### config.mk
export PLATFORM = sky130hd
export DESIGN_NAME = fp_req_master_flat
export DESIGN_NICKNAME = d
export VERILOG_FILES = /design/src/rtl/fp_req_master_if.sv /design/src/rtl/fp_req_master.sv /design/src/flat_wrapper.sv
export SDC_FILE = /design/constraint.sdc
export NUM_CORES = 1
export LEC_CHECK = 0
export CAP_MARGIN = 20
export CORE_ASPECT_RATIO = 0.75
export CORE_MARGIN = 1
export CORE_UTILIZATION = 47
export CTS_CLUSTER_DIAMETER = 60
export DETAILED_ROUTE_END_ITERATION = 7
export HOLD_SLACK_MARGIN = 0.12
export PLACE_DENSITY_LB_ADDON = 0.25
export SLEW_MARGIN = 40
export SYNTH_ARGS = -nofsm -noshare
export SYNTH_HDL_FRONTEND = slang
export SYNTH_SLANG_ARGS = --single-unit
### constraint.sdc
create_clock -name clk_i -period 4.6 [get_ports clk_i]
set_clock_uncertainty 0.2 [all_clocks]
set_input_delay 0.92 -clock clk_i [delete_from_list [all_inputs] [get_ports clk_i]]
set_output_delay 0.92 -clock clk_i [all_outputs]
set_load 0.01 [all_outputs]
### src/rtl/fp_req_master_if.sv
// Operand/result handshake bundle between the request master and its environment.
// master = the request block, slave = loader/FPU/consumer side.
interface fp_req_master_if #(
  parameter int WIDTH = 16,
  parameter int CNT_W = 16
);
  logic             ld_valid_i;
  logic             ld_ready_o;
  logic [WIDTH-1:0] ld_a_i;
  logic [WIDTH-1:0] ld_b_i;
  logic [WIDTH-1:0] ld_c_i;
  logic             req_valid_o;
  logic             req_ready_i;
  logic [WIDTH-1:0] req_a_o;
  logic [WIDTH-1:0] req_b_o;
  logic [WIDTH-1:0] req_c_o;
  logic             rsp_valid_i;
  logic             rsp_ready_o;
  logic [WIDTH-1:0] rsp_data_i;
  logic             res_valid_o;
  logic             res_ready_i;
  logic [WIDTH-1:0] res_data_o;
  logic [7:0]       outstanding_o;
  logic [CNT_W-1:0] issue_cnt_o;
  logic [CNT_W-1:0] done_cnt_o;
  logic             err_unexp_o;
  logic             busy_o;

  modport master (
    input  ld_valid_i, ld_a_i, ld_b_i, ld_c_i,
    output ld_ready_o,
    output req_valid_o, req_a_o, req_b_o, req_c_o,
    input  req_ready_i,
    input  rsp_valid_i, rsp_data_i,
    output rsp_ready_o,
    output res_valid_o, res_data_o,
    input  res_ready_i,
    output outstanding_o, issue_cnt_o, done_cnt_o,
    output err_unexp_o, busy_o
  );

  modport slave (
    output ld_valid_i, ld_a_i, ld_b_i, ld_c_i,
    input  ld_ready_o,
    input  req_valid_o, req_a_o, req_b_o, req_c_o,
    output req_ready_i,
    output rsp_valid_i, rsp_data_i,
    input  rsp_ready_o,
    input  res_valid_o, res_data_o,
    output res_ready_i,
    input  outstanding_o, issue_cnt_o, done_cnt_o,
    input  err_unexp_o, busy_o
  );
endinterface

### src/rtl/fp_req_master.sv
// FPU request master: operand FIFO, in-order issue with an outstanding cap,
// one-entry result register, issue/done counters and unexpected-response flag.
module fp_req_master #(
  parameter int WIDTH   = 16,
  parameter int DEPTH   = 4,
  parameter int MAX_OUT = 4,
  parameter int CNT_W   = 16
) (
  input logic clk_i,
  input logic rst_ni,
  fp_req_master_if.master bus
);
  localparam int AW = $clog2(DEPTH);
  localparam int TW = 3 * WIDTH;
  localparam logic [7:0] MAX_O = 8'(MAX_OUT);
  localparam logic [AW:0] FULL_N = (AW+1)'(DEPTH);

  logic [TW-1:0]    mem [DEPTH];
  logic [AW:0]      wptr;
  logic [AW:0]      rptr;
  logic [AW:0]      count;
  logic             full;
  logic             empty;
  logic [TW-1:0]    head;
  logic [7:0]       outs;
  logic [CNT_W-1:0] issue_cnt;
  logic [CNT_W-1:0] done_cnt;
  logic             res_valid;
  logic [WIDTH-1:0] res_data;
  logic             err;
  logic             push;
  logic             pop;
  logic             req_valid;
  logic             rsp_ready;
  logic             rsp_fire;
  logic             rsp_ok;

  assign count = wptr - rptr;
  assign full  = (count == FULL_N);
  assign empty = (wptr == rptr);
  assign head  = mem[rptr[AW-1:0]];

  assign req_valid = !empty && (outs < MAX_O);
  assign push      = bus.ld_valid_i && !full;
  assign pop       = req_valid && bus.req_ready_i;
  assign rsp_ready = !res_valid || bus.res_ready_i;
  assign rsp_fire  = bus.rsp_valid_i && rsp_ready;
  // A response is expected if something is in flight or issuing right now.
  assign rsp_ok    = rsp_fire && ((outs != 8'd0) || pop);

  always_ff @(posedge clk_i) begin
    if (push) mem[wptr[AW-1:0]] <= {bus.ld_a_i, bus.ld_b_i, bus.ld_c_i};
  end

  always_ff @(posedge clk_i or negedge rst_ni) begin
    if (!rst_ni) begin
      wptr      <= '0;
      rptr      <= '0;
      outs      <= '0;
      issue_cnt <= '0;
      done_cnt  <= '0;
      res_valid <= 1'b0;
      res_data  <= '0;
      err       <= 1'b0;
    end else begin
      if (push) wptr <= wptr + 1'b1;
      if (pop) begin
        rptr      <= rptr + 1'b1;
        issue_cnt <= issue_cnt + CNT_W'(1);
      end
      outs <= outs + {7'd0, pop} - {7'd0, rsp_ok};
      if (rsp_ok) begin
        res_data  <= bus.rsp_data_i;
        res_valid <= 1'b1;
        done_cnt  <= done_cnt + CNT_W'(1);
      end else if (bus.res_ready_i) begin
        res_valid <= 1'b0;
      end
      if (rsp_fire && !rsp_ok) err <= 1'b1;
    end
  end

  assign bus.ld_ready_o    = !full;
  assign bus.req_valid_o   = req_valid;
  assign bus.req_a_o       = head[TW-1 -: WIDTH];
  assign bus.req_b_o       = head[2*WIDTH-1 -: WIDTH];
  assign bus.req_c_o       = head[WIDTH-1:0];
  assign bus.rsp_ready_o   = rsp_ready;
  assign bus.res_valid_o   = res_valid;
  assign bus.res_data_o    = res_data;
  assign bus.outstanding_o = outs;
  assign bus.issue_cnt_o   = issue_cnt;
  assign bus.done_cnt_o    = done_cnt;
  assign bus.err_unexp_o   = err;
  assign bus.busy_o        = !empty || (outs != 8'd0) || res_valid;
endmodule

### src/flat_wrapper.sv
// flat-port wrapper written by rule: the top's interface ports become plain ports
module fp_req_master_flat 
#(
  parameter int WIDTH   = 16,
  parameter int DEPTH   = 4,
  parameter int MAX_OUT = 4,
  parameter int CNT_W   = 16
)
  (clk_i, rst_ni, bus_ld_valid_i, bus_ld_a_i, bus_ld_b_i, bus_ld_c_i, bus_ld_ready_o, bus_req_valid_o, bus_req_a_o, bus_req_b_o, bus_req_c_o, bus_req_ready_i, bus_rsp_valid_i, bus_rsp_data_i, bus_rsp_ready_o, bus_res_valid_o, bus_res_data_o, bus_res_ready_i, bus_outstanding_o, bus_issue_cnt_o, bus_done_cnt_o, bus_err_unexp_o, bus_busy_o);
  fp_req_master_if #(.WIDTH(WIDTH), .CNT_W(CNT_W)) bus_i ();
  input logic clk_i;
  input logic rst_ni;
  input wire logic [$bits(bus_i.ld_valid_i)-1:0] bus_ld_valid_i;
  input wire logic [$bits(bus_i.ld_a_i)-1:0] bus_ld_a_i;
  input wire logic [$bits(bus_i.ld_b_i)-1:0] bus_ld_b_i;
  input wire logic [$bits(bus_i.ld_c_i)-1:0] bus_ld_c_i;
  output wire logic [$bits(bus_i.ld_ready_o)-1:0] bus_ld_ready_o;
  output wire logic [$bits(bus_i.req_valid_o)-1:0] bus_req_valid_o;
  output wire logic [$bits(bus_i.req_a_o)-1:0] bus_req_a_o;
  output wire logic [$bits(bus_i.req_b_o)-1:0] bus_req_b_o;
  output wire logic [$bits(bus_i.req_c_o)-1:0] bus_req_c_o;
  input wire logic [$bits(bus_i.req_ready_i)-1:0] bus_req_ready_i;
  input wire logic [$bits(bus_i.rsp_valid_i)-1:0] bus_rsp_valid_i;
  input wire logic [$bits(bus_i.rsp_data_i)-1:0] bus_rsp_data_i;
  output wire logic [$bits(bus_i.rsp_ready_o)-1:0] bus_rsp_ready_o;
  output wire logic [$bits(bus_i.res_valid_o)-1:0] bus_res_valid_o;
  output wire logic [$bits(bus_i.res_data_o)-1:0] bus_res_data_o;
  input wire logic [$bits(bus_i.res_ready_i)-1:0] bus_res_ready_i;
  output wire logic [$bits(bus_i.outstanding_o)-1:0] bus_outstanding_o;
  output wire logic [$bits(bus_i.issue_cnt_o)-1:0] bus_issue_cnt_o;
  output wire logic [$bits(bus_i.done_cnt_o)-1:0] bus_done_cnt_o;
  output wire logic [$bits(bus_i.err_unexp_o)-1:0] bus_err_unexp_o;
  output wire logic [$bits(bus_i.busy_o)-1:0] bus_busy_o;
  assign bus_i.ld_valid_i = bus_ld_valid_i;
  assign bus_i.ld_a_i = bus_ld_a_i;
  assign bus_i.ld_b_i = bus_ld_b_i;
  assign bus_i.ld_c_i = bus_ld_c_i;
  assign bus_ld_ready_o = bus_i.ld_ready_o;
  assign bus_req_valid_o = bus_i.req_valid_o;
  assign bus_req_a_o = bus_i.req_a_o;
  assign bus_req_b_o = bus_i.req_b_o;
  assign bus_req_c_o = bus_i.req_c_o;
  assign bus_i.req_ready_i = bus_req_ready_i;
  assign bus_i.rsp_valid_i = bus_rsp_valid_i;
  assign bus_i.rsp_data_i = bus_rsp_data_i;
  assign bus_rsp_ready_o = bus_i.rsp_ready_o;
  assign bus_res_valid_o = bus_i.res_valid_o;
  assign bus_res_data_o = bus_i.res_data_o;
  assign bus_i.res_ready_i = bus_res_ready_i;
  assign bus_outstanding_o = bus_i.outstanding_o;
  assign bus_issue_cnt_o = bus_i.issue_cnt_o;
  assign bus_done_cnt_o = bus_i.done_cnt_o;
  assign bus_err_unexp_o = bus_i.err_unexp_o;
  assign bus_busy_o = bus_i.busy_o;
  fp_req_master #(.WIDTH(WIDTH), .DEPTH(DEPTH), .MAX_OUT(MAX_OUT), .CNT_W(CNT_W)) u_core (.clk_i(clk_i), .rst_ni(rst_ni), .bus(bus_i));
endmodule
==> results.ini <==
[detailed_routing]
drtIter0Drc=430
avgRoutedWirePerCell_microns=19.6
routed_wl_microns=20500
ant_nets=0
vias=5517
first_pass_iters=6
routed_via_density=5.29
drc=0

[synthesis]
syn_area_sq_um=10200
synth_flop_cell=edfxtp_1
syn_area_per_cell_sq_um=19.0
seq_area_frac_synth_pct=72.4
ys_types=52
synthTopCellsByCount=edfxtp_1 (192), dfrtp_1 (64), mux4_2 (48), inv_1 (23)
synth_edf_count=192
synth_nets=628
synthTopCellsByArea=edfxtp_1 (57%), dfrtp_1 (16%), mux4_2 (11%), ha_1 (2.7%), xor2_1 (1.9%)
yosysWarningCount=0
ys_async_sr_fraction_pct=25.0
yosys.area.top_type=edfxtp_1
synth_most_common_cell=edfxtp_1
ys_ff_latch=256
netlist.area_leader.share_pct=56.7
syn_inst=535

[setup_path]
crit_type=register to output pin
r2r_end=u_core.bus.outstanding_o[6]
cp_num_buf_inv=3
worstRegToRegCells=12
crit_chain=buf_4 > buf_12 > mux4_2 > clkdlybuf4s50_1
reg2reg_setup_slack_ps=860
critPathMaxStageDelay_ps=610
crit_required_ps=3480
reg2reg_from=u_core.rptr[0]
slowest_stage=dfrtp_4
endpoint_kind=output pin
worstPathMaxFanout=27
crit_family=buffers and inverters
cp-start-kind=register
worst-endpoint-arrival_ps=2800

[layout]
fin_area_sq_um=13200
syn2layout_area_growth_pct=29.3
drive_gt1_share_pct=17.0
antennaDiodeCount=0
nFillCells=1561
fin_nets=829

[cts]
cts_root_buf=clkbuf_16
hold_buffers=0
clk_latency_ps=500
clockBufferDepth=3
htree_num_levels=1
cts_resized=0
cts_tree=yes
clkTransAtPathRegs_ps=60
cts_setup_buffers=0
cts_sinks=256
cts_buffers=25

[min_path]
hp-class=primary input to asynchronous set/reset pin

[power]
internal_power_mw=5.76
combPwrFrac_pct=37.6
p_seq_share_pct=40.5
p_sw_mw=2.55
pwr-share-clk_pct=22.0
swShare_pct=30.7
leakagePower_nw=4.72
max-vdd-ir-drop_mv=0.430
power_density_nw_per_um2=632

[place]
gp_congestion=0.821
placed_cell_area_sq_um=12400
hpwl_microns=13600
port_buffers=179

[timing]
fin_crit_sh_pct=85.3
finalMaxSlewViolations=0
setup_violations=0
period_needed_ps=3920
max_freq_mhz=255
finalSetupTns_ps=0
worst_pin_slew_ps=747
relSlewSlack_pct=50.2
hold_violations=0
rsz0062_at_grt=no

[floorplan]
design.die.area_sq_um=22200
dieHeight_microns=129
die_w_microns=172
fp.coreArea_sq_um=21200
io_pins=180
start_util_pct=48.0
rows=46

[global_routing]
grt_max_degree=50
gr-usage-all-layers_pct=18.6
antenna_found_initial=0
grt_pass1_vias=5699
grt_pass1_wl_microns=31200
grt_overflow=0

[run_status]
outcome=complete, no violations

[flow_run]
cap_violations=0

-- through the flow --
step	setup slack, ps	total power [mW]	util (%)	cells	hold WS, ps
4_1_cts	437	8.40	62.0	1041	282
5_1_grt	527	8.72	62.1	1042	188
3_5_place_dp	552	6.55	58.5	996	265
2_1_floorplan	500	5.07	-	535	293
6_report	677	8.31	62.1	1042	159
3_3_place_gp	697	6.45	58.5	995	257
-- how the worst max path moves through the flow --
| stage | slack, ps | depth (start not counted) | from | to |
|---|---|---|---|---|
| floorplan | 500 | 18 | u_core.rptr[1] | u_core.bus.outstanding_o[6] |
| global placement | 700 | 14 | bus_res_ready_i | u_core.bus.outstanding_o[6] |
| detailed placement | 550 | 14 | bus_res_ready_i | u_core.bus.outstanding_o[6] |
| CTS | 440 | 3 | u_core.rptr[0] | bus_req_b_o[5] |
| global route | 530 | 4 | u_core.rptr[0] | bus_req_b_o[14] |
| finish | 680 | 4 | u_core.rptr[0] | bus_req_b_o[5] |
-- cells in the final DEF (no fill, tap or decap), types with 5 or more instances in the layout --
master / synthesis / final
nand2b_1: 5 / 5
a2111oi_2: 5 / 5
buf_12: 0 / 5
nor3_1: 6 / 6
nand4_1: 6 / 6
dfrtp_1: 64 / 62
xor2_1: 22 / 22
clkdlybuf4s50_1: 0 / 178
clkbuf_16: 0 / 25
nor2_1: 7 / 7
a211oi_1: 5 / 5
nand2_1: 20 / 20
edfxtp_1: 192 / 192
clkbuf_1: 7 / 11
mux4_2: 48 / 48
xnor2_1: 17 / 17
inv_1: 23 / 23
ha_1: 22 / 22
mux2_2: 17 / 17
nand3_1: 14 / 14
buf_4: 1 / 7
-- routing by layer --
layer  vias to the layer above  GRT usage (%)  routed length, microns
met5                         -              0                       0
met4                         0           3.80                     324
met3                        25           2.96                    1060
met2                       153           30.0                    9980
met1                      2842           27.0                    9090
li1                       2497              -                       -
-- power by group through the flow --
stage	Clock (mW)	Sequential, mW	Combinational, mW
2_1_floorplan	0	3.38	1.69
3_3_place_gp	0	3.38	3.07
5_1_grt	1.94	3.42	3.36
4_1_cts	1.87	3.37	3.15
3_5_place_dp	0	3.41	3.14
6_report	1.83	3.36	3.12
-- cell type report --
class / count / area [sq um] / area share (%)
Multi-Input combinational cell: 237 / 2650 / 20.1
Clock buffer: 38 / 694 / 5.28
Timing Repair Buffer: 191 / 1950 / 14.8
Clock inverter: 7 / 33.8 / 0.257
Inverter: 25 / 93.8 / 0.714
Tap cell: 288 / 360 / 2.74
Sequential cell: 256 / 7370 / 56.1
-- kinds of logic (layout without fill, tap and decap cells) --
family / Yosys count / count (layout) / synth area share [%]
adders and majority gates: 23 / 23 / 2.90
muxes: 66 / 66 / 12.6
and+or+nand+nor: 75 / 75 / 3.84
DFF: 256 / 256 / 72.4
xor gates and xnor gates: 40 / 40 / 3.52
buffers and inverters: 42 / 261 / 1.72
AOI/OAI and AO/OA: 33 / 33 / 2.95
-- registers in the layout, summed over array words and instances (netlist names), 3 cells and up --
signal and cells:
u_core.mem 192, u_core.bus.done_cnt_o 16, u_core.bus.outstanding_o 8, u_core.wptr 3
u_core.bus.res_data_o 16, u_core.bus.issue_cnt_o 16, u_core.rptr 3
Note: power is estimated with default switching activity, not from simulation.
